[config.mk]
export PLATFORM = sky130hd
export DESIGN_NAME = countdown_timer
export DESIGN_NICKNAME = d
export VERILOG_FILES = /design/src/rtl/countdown_timer.sv
export SDC_FILE = /design/constraint.sdc
export NUM_CORES = 1
export LEC_CHECK = 0
export BUFFER_PORTS_ARGS = -buffer_cell sky130_fd_sc_hd__buf_2
export CAP_MARGIN = 20
export CELL_PAD_IN_SITES_DETAIL_PLACEMENT = 2
export CELL_PAD_IN_SITES_GLOBAL_PLACEMENT = 2
export CORE_MARGIN = 3
export CORE_UTILIZATION = 31
export DETAILED_ROUTE_END_ITERATION = 7
export GPL_TIMING_DRIVEN = 0
export PLACE_DENSITY_LB_ADDON = 0.2
export SYNTH_ARGS = -nofsm -noshare
export SYNTH_HDL_FRONTEND = slang
export SYNTH_SLANG_ARGS = --single-unit
[constraint.sdc]
create_clock -name clk -period 4.7 [get_ports clk]
set_input_delay 0.47 -clock clk [delete_from_list [all_inputs] [get_ports clk]]
set_output_delay 0.47 -clock clk [all_outputs]
set_load 0.005 [all_outputs]
[src/rtl/countdown_timer.sv]
// countdown_timer
// Loads a BCD HH:MM:SS preset and counts it down once per 1 Hz strobe,
// borrowing across seconds, minutes and hours. At zero it either stops in
// DONE and flags expiry, or, with AUTO_RELOAD set, reloads the last valid
// preset and keeps running. Digits drive the shared six-digit display path.

module countdown_timer #(
    parameter bit AUTO_RELOAD = 1'b0
) (
    input  logic        clk,
    input  logic        rst,
    input  logic        count_1hz,
    input  logic        load,
    input  logic [23:0] preset,
    input  logic        start,
    input  logic        stop,
    output logic [3:0]  sec_ones,
    output logic [3:0]  sec_tens,
    output logic [3:0]  min_ones,
    output logic [3:0]  min_tens,
    output logic [3:0]  hr_ones,
    output logic [3:0]  hr_tens,
    output logic        running,
    output logic        expired,
    output logic        expired_pulse,
    output logic        load_err
);

    typedef enum logic [1:0] {
        IDLE = 2'd0,
        RUN  = 2'd1,
        DONE = 2'd2
    } state_t;

    state_t      state, state_nx;

    // Packed like the preset: {hr_tens, hr_ones, min_tens, min_ones, sec_tens, sec_ones}.
    logic [23:0] count, count_nx;
    logic [23:0] reload, reload_nx;
    logic [23:0] count_dec;
    logic        pulse_nx;
    logic        err_nx;
    logic        preset_ok;
    logic        count_zero;

    // One-second decrement with the clock-style borrow chain.
    // Callers never apply it to 00:00:00.
    function automatic logic [23:0] bcd_dec(input logic [23:0] c);
        logic [23:0] d;
        d = c;
        if (d[3:0] != 4'd0) begin
            d[3:0] = d[3:0] - 4'd1;
        end else begin
            d[3:0] = 4'd9;
            if (d[7:4] != 4'd0) begin
                d[7:4] = d[7:4] - 4'd1;
            end else begin
                d[7:4] = 4'd5;
                if (d[11:8] != 4'd0) begin
                    d[11:8] = d[11:8] - 4'd1;
                end else begin
                    d[11:8] = 4'd9;
                    if (d[15:12] != 4'd0) begin
                        d[15:12] = d[15:12] - 4'd1;
                    end else begin
                        d[15:12] = 4'd5;
                        if (d[19:16] != 4'd0) begin
                            d[19:16] = d[19:16] - 4'd1;
                        end else begin
                            d[19:16] = 4'd9;
                            d[23:20] = d[23:20] - 4'd1;
                        end
                    end
                end
            end
        end
        return d;
    endfunction

    // Tens of seconds and tens of minutes stop at 5; every other digit at 9.
    assign preset_ok = (preset[3:0]   <= 4'd9) && (preset[7:4]   <= 4'd5) &&
                       (preset[11:8]  <= 4'd9) && (preset[15:12] <= 4'd5) &&
                       (preset[19:16] <= 4'd9) && (preset[23:20] <= 4'd9);

    assign count_zero = (count == 24'd0);
    assign count_dec  = bcd_dec(count);

    // State register.
    // NOTE: sequential state uses non-blocking assignments so every flop samples pre-edge values.
    always_ff @(posedge clk or posedge rst) begin
        if (rst) begin
            state <= IDLE;
        end else begin
            state <= state_nx;
        end
    end

    // Next state, next count and the one-cycle pulses; load > stop > start > count_1hz.
    always_comb begin
        // NOTE: every signal gets a default first so no path leaves it unassigned (no latch).
        state_nx  = state;
        count_nx  = count;
        reload_nx = reload;
        pulse_nx  = 1'b0;
        err_nx    = 1'b0;

        if (load) begin
            if (preset_ok) begin
                count_nx  = preset;
                reload_nx = preset;
                if (state == DONE) begin
                    state_nx = IDLE;
                end
            end else begin
                err_nx = 1'b1;
            end
        end else if (stop) begin
            if (state == RUN) begin
                state_nx = IDLE;
            end
        end else if (start) begin
            if ((state == IDLE) && !count_zero) begin
                state_nx = RUN;
            end
        end else if (count_1hz && (state == RUN)) begin
            if (count_zero) begin
                // Only reachable after a zero preset was loaded while running.
                state_nx = DONE;
            end else if (count_dec == 24'd0) begin
                pulse_nx = 1'b1;
                if (AUTO_RELOAD && (reload != 24'd0)) begin
                    count_nx = reload;
                end else begin
                    count_nx = 24'd0;
                    state_nx = DONE;
                end
            end else begin
                count_nx = count_dec;
            end
        end
    end

    // Digits, reload register and registered pulses.
    // NOTE: every register here is reset, since outputs must read 0 straight out of reset.
    always_ff @(posedge clk or posedge rst) begin
        if (rst) begin
            count         <= 24'd0;
            reload        <= 24'd0;
            expired_pulse <= 1'b0;
            load_err      <= 1'b0;
        end else begin
            count         <= count_nx;
            reload        <= reload_nx;
            expired_pulse <= pulse_nx;
            load_err      <= err_nx;
        end
    end

    assign {hr_tens, hr_ones, min_tens, min_ones, sec_tens, sec_ones} = count;
    assign running = (state == RUN);
    assign expired = (state == DONE);

endmodule

==> metrics list <==
* Status: finished clean
* Number of unique standard cell types used by synthesis: 54
* Via density per instance: approximately 6
- Per report_power, the clock group accounts for approximately 18% of the total.
* Multi-input gate area: about 1200 µm²
* Switching power as a share of total power: between 40% and 50%
- Core outline area: ~6000 µm²
- After synthesis, the cell types taking the most area are sky130_fd_sc_hd__dfrtp_1, sky130_fd_sc_hd__o21ai_0, sky130_fd_sc_hd__a21oi_1.
- Detailed Routing Iterations Pass 1: 4
* CTS clk-pin slew, worst paths: approximately 0.11 ns
* Maximum clock frequency: ~310 MHz
- The startpoint identified for the worst register-to-register timing path is count[0].
* Top_reg_cell synth: sky130_fd_sc_hd__dfrtp_1
* Power Internal: 0.634 mW
- Most frequent cells in the layout: sky130_fd_sc_hd__buf_2, sky130_fd_sc_hd__o21ai_0, sky130_fd_sc_hd__a21oi_1, sky130_fd_sc_hd__nor2_1, sky130_fd_sc_hd__dfrtp_1
- After global routing the overflow that remains totals 0.
- Counting flops with a built-in enable in the synthesized netlist gives 0.
- Clock tree synthesis inserted a total of 3 buffers.
- Final Max Tran Viols: 0
- After clock tree synthesis, the flow added hold-fix buffers numbering 0.
- The library cell used most frequently in the layout, excluding fill and tap cells, is sky130_fd_sc_hd__buf_2.
- The number of placed instances, taps included, is about 380.
- Slew headroom: approximately 44%
- Final Net Count: 346
- Switching component of the power: slightly below 0.5 mW
* Buffers from clock root to sink, at most: 2
- Cells with a size suffix above 1 make up between 20% and 30% of the layout.
- Number of remaining DRC errors: 0
* Static leakage: 1.09 nW
- For the worst flop-to-flop path, the logic depth is 9.
- For this design, the sink count on the clock tree is 28.
- Average footprint of a synthesized cell: 8.06 µm²
* Final TNS setup: 0 ns
- Once the clock tree was built, the setup fixing pass inserted 0 buffers.
- CTS built an H-tree with a depth of 1.
- Final setup skew: just under 0.004 ns
- Entering global routing, the biggest net connects 17 pins.
* Storage element area: 701 µm²
- Placed standard-cell area: ~2400 µm²
- The tool flagged a number of max-cap violations equal to 0.
* Leading area contributor after synthesis: sky130_fd_sc_hd__dfrtp_1
- Sequential Power Share: roughly two fifths
- Routability cong.: between 0.8 and 0.9
- Post-route clock period utilization: 67.6%
- Setup repair after global routing left no endpoint under its margin.
- The floorplan step set the die width to 86.3 µm.
- Of all flip-flops after synthesis, the portion carrying an async set or reset was 100%.
- STA classifies the critical path endpoint as a flip-flop.
- Detailed placement ended at an HPWL of approximately 6200 µm.
- Area grow syn2layout: 23.9%
- Slew at the pin with the worst max-slew slack: 0.834 ns
- For this design the ratio of total power to cell area is about 450 nW/µm².
- Wire length of the first global-routing pass: 12800 µm
- Data required time at the worst endpoint: between 4 and 5 ns
- CTS placed an instance of sky130_fd_sc_hd__clkbuf_8 at the clock tree root.
- After clock tree synthesis, the repair step resized 0 gates.
- The number of hold violations in the final report is 0.
- After synthesis the cells add up to around 2000 µm².
- The finished cells cover roughly 2500 µm².
* Vias post-DR: roughly 2300
* Clock latency at the later pin of the worst-skew pair: roughly 0.29 ns
* Final non-filler cell total: 385
- Synthesis handed over a netlist of about 250 instances.
* Setup violations, final: 0
* Warnings, synthesis: 0
- Routed wire length: roughly 8000 µm
- Effective utilization at floorplan: ~33%
* Worst-case vdd ir drop: between 0.00015 and 0.0002 V
* Die Span Y: ~86 µm
- The number of antenna diodes in the final layout is 0.
- The synthesized design contains 28 register bits.
- Critical path start-end classification: flip-flop to flip-flop
- The floorplan step defined a die boundary enclosing 7450 µm².
* Fill cell total of the finished layout: just under 800
- Of the synthesized area, sequential elements account for 35.1%.
- Hold slack final: approximately 0.29 ns
* Crit Path Max Fanout: 10
* Avg WL per Cell: between 20 and 25 µm
- TritonCTS clock tree: done
- Type of the tightest min-delay check: input port to async pin
- Beginning of the critical path: count[0]
- Counting every net in the synthesized netlist gives around 280.
- Initial antenna violation count: 0
- Reg2Reg Capture Point: count[16]
* Final Core Density: about two fifths
* Ports: between 50 and 60
- The floorplan has 28 rows.
- PortBufs: 57
- The share of synthesized area in the top cell type comes to 35.1%.
* Via count of the first global-routing pass: 2342
- Minimum clock period: 3.18 ns
- Overall routing resource usage: 21.9%
- Per report_power, the combinational group accounts for between 40% and 50% of the total.
* Worst reg2reg setup slack: ~1.5 ns
* Number of DRC markers after the initial detailed-route iteration: 101
- Number of nets with antenna violations after routing: 0
* Data arrival at the endpoint of the critical path: around 3.4 ns
- CP startpoint kind: flip-flop
- CP endpoint: count[16]
[per-layer routing]
layer | GRT usage, % | share of wire (%)
met5 | 0 | 0
met4 | 4.25 | 0.55
met2 | 36.1 | 48
met1 | 31.5 | 48
met3 | 1.90 | 3.7
[power by group through the flow]
stage	clock [mW]	combinational [mW]	sequential [mW]
final	0.202	0.468	0.447
after global routing	0.216	0.521	0.468
after CTS	0.208	0.469	0.449
after detailed placement	0	0.465	0.452
after global placement	0	0.441	0.445
after floorplan	0	0.270	0.425
[flip-flops by register name (all words and copies together), names as in the netlist]
signal,cells
count,24
expired_pulse,1
load_err,1
state,2
[how the worst min path moves through the flow]
| stage | cells past startpoint | startpoint | slack (ns) | end |
|---|---|---|---|---|
| 3_3_place_gp | 1 | count[15] | 0.54 | count[15] |
| 5_1_grt | 2 | rst | 0.33 | count[5] |
| 4_1_cts | 2 | rst | 0.31 | count[5] |
| 2_1_floorplan | 1 | count[15] | 0.52 | count[15] |
| 3_5_place_dp | 1 | count[15] | 0.55 | count[15] |
| 6_report | 2 | rst | 0.29 | count[5] |
[synthesized netlist by cell type (all sizes together) (5+ instances only)]
cell	instances
a21oi	32
clkbuf	9
dfrtp	28
ha	5
inv	7
nand2	10
nand2b	5
nand3	7
nor2	28
nor3	8
nor4	10
o21ai	33
[per-stage QoR]
stage / setup WS [ns] / power (mW)
6_report: 1.52 / 1.12
5_1_grt: 1.29 / 1.21
4_1_cts: 1.54 / 1.13
3_5_place_dp: 1.59 / 0.916
3_3_place_gp: 1.67 / 0.886
2_1_floorplan: 2.32 / 0.695
[logic make-up after synthesis]
| kind of cell | synth area share (%) |
|---|---|
| buffers and inverters | 4.57 |
| flip-flops | 35.1 |
| XOR/XNOR | 0.438 |
| AND/OR/NAND/NOR | 26.8 |
| AO/OA/AOI/OAI | 28.5 |
| adder cells (fa/ha/maj) | 3.13 |
| multiplexers | 1.50 |
[critical path, cell delays in order (launching register included)]
cell                       delay [ns]
sky130_fd_sc_hd__dfrtp_1         0.43
sky130_fd_sc_hd__inv_1           0.15
sky130_fd_sc_hd__ha_1            0.24
sky130_fd_sc_hd__nor3b_4         0.45
sky130_fd_sc_hd__and4_4          0.35
sky130_fd_sc_hd__a21oi_1         0.14
sky130_fd_sc_hd__a21oi_1         0.57
sky130_fd_sc_hd__clkbuf_1        0.47
sky130_fd_sc_hd__o21ai_0         0.19
sky130_fd_sc_hd__o21ai_0         0.11
[layout make-up]
cell class              instances  area share [%]
inverters                       8            1.21
repair buffers                 58            12.6
plain buffers                  13            2.48
clock inverters                 1            1.21
clock buffers                   3            1.67
flip-flops and latches         28            28.3
well taps                      75            3.79
multi-input cells             199            48.7
(Power assumes the default switching activity.)
